`src/rtl/uart_pkg.sv`:
```
// Shared UART definitions: transmit FSM states and framing constants.
// Also used by the matching receiver.
package uart_pkg;
   localparam int DEFAULT_CLKS_PER_BIT = 434;
   localparam int UART_DATA_BITS       = 8;

   typedef enum logic [2:0] {
      IDLE,
      START,
      DATA,
      PARITY,
      STOP
   } tx_state_t;
endpackage

```
`src/rtl/uart_baud_gen.sv`:
```
// Bit-period timer: counts 0..CLKS_PER_BIT-1 and flags the last cycle of each bit.
// Held at zero while clear is high so every bit starts with a full period.
module uart_baud_gen
   import uart_pkg::*;
#(
   parameter int CLKS_PER_BIT = DEFAULT_CLKS_PER_BIT
) (
   input  logic clk,
   input  logic rst,
   input  logic clear,
   output logic bit_end
);

   localparam int W = (CLKS_PER_BIT > 1) ? $clog2(CLKS_PER_BIT) : 1;
   localparam logic [W-1:0] LAST = W'(CLKS_PER_BIT - 1);

   logic [W-1:0] r_count;

   always_ff @(posedge clk or posedge rst) begin
      if (rst) begin
         r_count <= '0;
      end else if (clear || (r_count == LAST)) begin
         r_count <= '0;
      end else begin
         r_count <= r_count + 1'b1;
      end
   end

   assign bit_end = (r_count == LAST) && !clear;

endmodule

```
`src/rtl/uart_tx_byte.sv`:
```
// UART byte transmitter: start, 8 data bits LSB first, optional parity, one stop bit.
// One byte per valid/ready handshake; in_ready is high only in IDLE.
module uart_tx_byte
   import uart_pkg::*;
#(
   parameter int CLKS_PER_BIT = DEFAULT_CLKS_PER_BIT,
   parameter int PARITY_EN    = 0,
   parameter int PARITY_ODD   = 0
) (
   input  logic       clk,
   input  logic       rst,
   input  logic [7:0] in_data,
   input  logic       in_valid,
   output logic       in_ready,
   output logic       tx,
   output logic       busy
);

   localparam logic [2:0] LAST_BIT = 3'(UART_DATA_BITS - 1);

   tx_state_t  r_state;
   logic [7:0] r_shreg;
   logic [2:0] r_bit_idx;
   logic       r_parity;
   logic       r_tx;
   logic       r_busy;
   logic       w_bit_end;
   logic       w_clear;

   // The counter idles at zero so the start bit gets a full period after transfer.
   assign w_clear  = (r_state == IDLE);
   assign in_ready = (r_state == IDLE) && !rst;
   assign tx       = r_tx;
   assign busy     = r_busy;

   uart_baud_gen #(
      .CLKS_PER_BIT(CLKS_PER_BIT)
   ) u_baud (
      .clk    (clk),
      .rst    (rst),
      .clear  (w_clear),
      .bit_end(w_bit_end)
   );

   always_ff @(posedge clk or posedge rst) begin
      if (rst) begin
         r_state   <= IDLE;
         r_shreg   <= '0;
         r_bit_idx <= '0;
         r_parity  <= 1'b0;
         r_tx      <= 1'b1;
         r_busy    <= 1'b0;
      end else begin
         case (r_state)
            IDLE: begin
               r_tx <= 1'b1;
               if (in_valid) begin
                  r_shreg   <= in_data;
                  r_parity  <= (PARITY_ODD != 0) ? ~^in_data : ^in_data;
                  r_bit_idx <= '0;
                  r_tx      <= 1'b0;
                  r_busy    <= 1'b1;
                  r_state   <= START;
               end
            end
            START: begin
               if (w_bit_end) begin
                  r_tx    <= r_shreg[0];
                  r_state <= DATA;
               end
            end
            DATA: begin
               if (w_bit_end) begin
                  r_shreg <= {1'b0, r_shreg[7:1]};
                  if (r_bit_idx == LAST_BIT) begin
                     if (PARITY_EN != 0) begin
                        r_tx    <= r_parity;
                        r_state <= PARITY;
                     end else begin
                        r_tx    <= 1'b1;
                        r_state <= STOP;
                     end
                  end else begin
                     r_tx      <= r_shreg[1];
                     r_bit_idx <= r_bit_idx + 3'd1;
                  end
               end
            end
            PARITY: begin
               if (w_bit_end) begin
                  r_tx    <= 1'b1;
                  r_state <= STOP;
               end
            end
            STOP: begin
               if (w_bit_end) begin
                  r_tx    <= 1'b1;
                  r_busy  <= 1'b0;
                  r_state <= IDLE;
               end
            end
            default: begin
               r_tx    <= 1'b1;
               r_busy  <= 1'b0;
               r_state <= IDLE;
            end
         endcase
      end
   end

endmodule
```
`config.mk`:
```
export PLATFORM = sky130hd
export DESIGN_NAME = uart_tx_byte
export DESIGN_NICKNAME = d
export VERILOG_FILES = /design/src/rtl/uart_pkg.sv /design/src/rtl/uart_baud_gen.sv /design/src/rtl/uart_tx_byte.sv
export SDC_FILE = /design/constraint.sdc
export NUM_CORES = 1
export LEC_CHECK = 0
export ABC_AREA = 1
export CORE_MARGIN = 1.5
export CORE_UTILIZATION = 63
export CTS_BUF_LIST = sky130_fd_sc_hd__clkbuf_8
export DETAILED_ROUTE_END_ITERATION = 12
export GPL_TIMING_DRIVEN = 0
export PLACE_DENSITY = 0.83
export SLEW_MARGIN = 20
export SYNTH_ARGS = -nofsm -noshare
export SYNTH_HDL_FRONTEND = slang
export SYNTH_SLANG_ARGS = --single-unit
```
`constraint.sdc`:
```
create_clock -name clk -period 2.3 [get_ports clk]
set_input_delay 0.46 -clock clk [delete_from_list [all_inputs] [get_ports clk]]
set_output_delay 0.46 -clock clk [all_outputs]
set_load 0.005 [all_outputs]
```
==> summary.txt <==
Status
  • Status: complete, no violations

Yosys
  • Mapped cell area: 1450 um2
  • Dominant cells by area after synthesis: dfrtp_1 41%, nand2_1 17%, nand3_1 5.2%
  • Ys flop type: dfrtp_1
  • Largest area contributor in the netlist: dfrtp_1
  • Mux contribution to synthesized area: 0%
  • Asr flop ratio synth: 100%
  • Synth Area in Compound Gates: 3.96%
  • Synth Area in XOR/XNOR: 0.602%
  • Mapped Cells: 186
  • Top cells by count, synth: 67 x nand2_1, 24 x dfrtp_1, 16 x inv_1, 16 x nor2_1, 15 x nand3_1
  • Area fraction in and, or, nand and nor cells after synthesis: 41.8%
  • EDFF count, synth: 0
  • Avg Cell Area, Syn: 7.82 um2
  • Synthesized-area fraction occupied by adder cells: 3.44%
  • Synth Register Bits: 25
  • Number of distinct library cells after synthesis: 29
  • Largest family of logic cells by synthesized area: simple AND/OR/NAND/NOR gates
  • Post-synthesis sequential area ratio: 43.1%
  • Ys Warns: 0
  • Synth top area share: 41.3%
  • Syn nets: 201
  • Most common cell in the netlist: nand2_1

Clock tree
  • Sink Count: 25
  • Worst-Skew Late Latency: 0.26 ns
  • Max clock buf depth: 2
  • Post-CTS resize count: 0
  • CTS Hold Bufs: 0
  • TritonCTS Buffers: 3
  • CTS H-Tree Depth: 1
  • Clock Root Buffer: clkbuf_8
  • Clock-pin slew on the worst setup and hold paths: 0.08 ns
  • CTS tree: yes
  • Postcts setup bufs: 0

Critical path
  • Worst path max stage delay: 0.50 ns
  • Startpoint Class: flip-flop
  • Critical path required time: 1.84 ns
  • Cell Chain, Critical Path: nor2_4, nand2_1, nor2_1, clkdlybuf4s50_1
  • Flop-to-flop setup slack: 0.81 ns
  • Crit Path Max Fanout: 7
  • R2R Path Start: r_bit_idx[0]
  • Critical path class: reg2out
  • Reg2Reg Depth: 7
  • CP Capture Type: primary output
  • CP Data Arrival Time: 1.72 ns
  • RR Endpoint: r_bit_idx[1]
  • Worst path slowest cell: clkdlybuf4s50_1

Floorplanning
  • DIE WIDTH: 51.0 um
  • Die Area: 2610 um2
  • I/O pin count: 14
  • Starting density of the core: 66.4%
  • Rows: 17
  • Core ar.: 2190 um2
  • Die Span Y: 51.0 um

Layout
  • Final nets: 219
  • Post-route core utilization: 76.0%
  • Ant. Diodes: 0
  • Area growth syn-to-layout: 14.5%
  • Layout cells sized above 1: 12.8%
  • Finished Layout Cells: 231

Min path
  • Worst Hold End: tx
  • Hold path cells: 2
  • Hold Path Origin: tx
  • Hold crit path type: reg2reg

Place
  • Port Buffers: 13
  • Placed Instances: 227
  • RD Place Congestion: 0.840
  • DP HPWL: 2050 um
  • Pre-CTS WS: 0.357 ns

Global route
  • GR Overflow Total: 0
  • Initial antenna violation count: 0
  • First-pass GRT wire length: 4800 um
  • Vias in the first global route: 1204
  • Total GRT Usage: 24.2%
  • Largest net degree at the start of global routing: 26

STA
  • Post-route setup TNS: 0 ns
  • Achievable Freq: 458 MHz
  • Worst Skew: 0.00236 ns
  • RSZ-0062 raised after global routing: false
  • Slew Limit Fails: 0
  • # setup viols final: 0
  • Rel. slew slack: 39.1%
  • Tcrit/Tclk final: 94.9%
  • Worst-Margin Slew: 0.913 ns
  • Final setup margin: 0.117 ns
  • Final hold vios: 0
  • Period minus WS final: 2.18 ns

Power and ir drop
  • Worst VDD drop: 0.000861 V
  • Sw Pwr: 0.000897 W
  • Power share of the clock group: 12.4%
  • P_leak: 0.860 nW
  • Sw Share: 44.2%
  • Register share of total power: 34.8%
  • Combinational fraction of design power: 52.8%
  • PwrDens: 1220 nW/um2
  • Internal: 0.00113 W

Routing
  • Met3 Wirelength: 75 um
  • Iteration-0 DRC Markers: 20
  • Via count: 1209
  • Drt first pass iters: 4
  • Top routing layer in use: met4
  • Final WL: 2660 um
  • ANT nets after route: 0
  • Vias per cell: 5.23
  • Met1 WL: 1240 um
  • Met2 wire length: 1290 um
  • WL/cell: 11.5 um
  • # DRC: 0

Run
  • Total of max-cap violations: 0
[cells by family after synthesis]
family          count (synthesis)
fa+ha+maj                       4
buf+inv                        22
flops                          25
xor+xnor                        1
simple gates                  126
compound gates                  8
[worst max-delay path by stage]
| stage | start | end | slack (ns) | cells after the start |
|---|---|---|---|---|
| 4_1_cts | r_state[1] | in_ready | 0.12 | 4 |
| 6_report | r_state[1] | in_ready | 0.12 | 4 |
| 3_5_place_dp | rst | in_ready | 0.36 | 3 |
| 2_1_floorplan | r_bit_idx[0] | r_bit_idx[0] | 0.98 | 7 |
| 5_1_grt | r_state[1] | in_ready | 0.01 | 4 |
| 3_3_place_gp | rst | in_ready | 0.37 | 3 |
[flip-flops by register name, indices dropped and copies added (netlist names)]
| signal | count |
|---|---|
| u_baud.r_count | 9 |
| tx | 1 |
| r_shreg | 8 |
| busy | 1 |
| r_bit_idx | 3 |
| r_state | 3 |
[worst max-delay path: cells and delay by family (launching register included)]
kind,cells,cell delay (ns)
and+or+nand+nor,3,0.47
buffers and inverters,1,0.50
DFF,1,0.49
[area by class of cell]
class / instances / area, um2
Clock inverter: 1 / 3.75
Sequential cell: 25 / 627
Multi-Input combinational cell: 139 / 724
Buffer: 3 / 31.3
Timing Repair Buffer: 13 / 130
Clock buffer: 3 / 41.3
Inverter: 19 / 71.3
Fill cell: 170 / 527
Tap cell: 28 / 35.0
[cells in the final DEF (no fill, tap or decap), drive strengths merged, types with 4 or more instances in the layout]
master / instances
nand2: 75
nor3: 5
a21oi: 4
ha: 4
dfrtp: 24
nand4: 6
clkdlybuf4s50: 13
inv: 20
nand3: 17
nor2: 19
[per-stage QoR]
stage	hold WS, ns	power [W]	area (um2)
after detailed placement	0.460	0.00179	1620
after floorplan	0.442	0.00154	1450
final	0.470	0.00203	1660
after CTS	0.476	0.00205	1660
after global placement	0.455	0.00174	1620
after global routing	0.521	0.00221	1660
[power by group through the flow]
stage / sequential, W / clock (W) / combinational (W)
floorplan: 0.000691 / 0 / 0.000849
global placement: 0.000706 / 0 / 0.00103
detailed placement: 0.000714 / 0 / 0.00108
CTS: 0.000706 / 0.000259 / 0.00108
global route: 0.000723 / 0.000274 / 0.00121
finish: 0.000707 / 0.000251 / 0.00107
[routing by layer]
| layer | GRT usage, % | up-vias |
|---|---|---|
| met4 | 13.5 | 0 |
| met3 | 3.22 | 4 |
| li1 | - | 626 |
| met5 | 0 | - |
| met1 | 29.8 | 559 |
| met2 | 40.9 | 20 |
(Power assumes the default switching activity.)
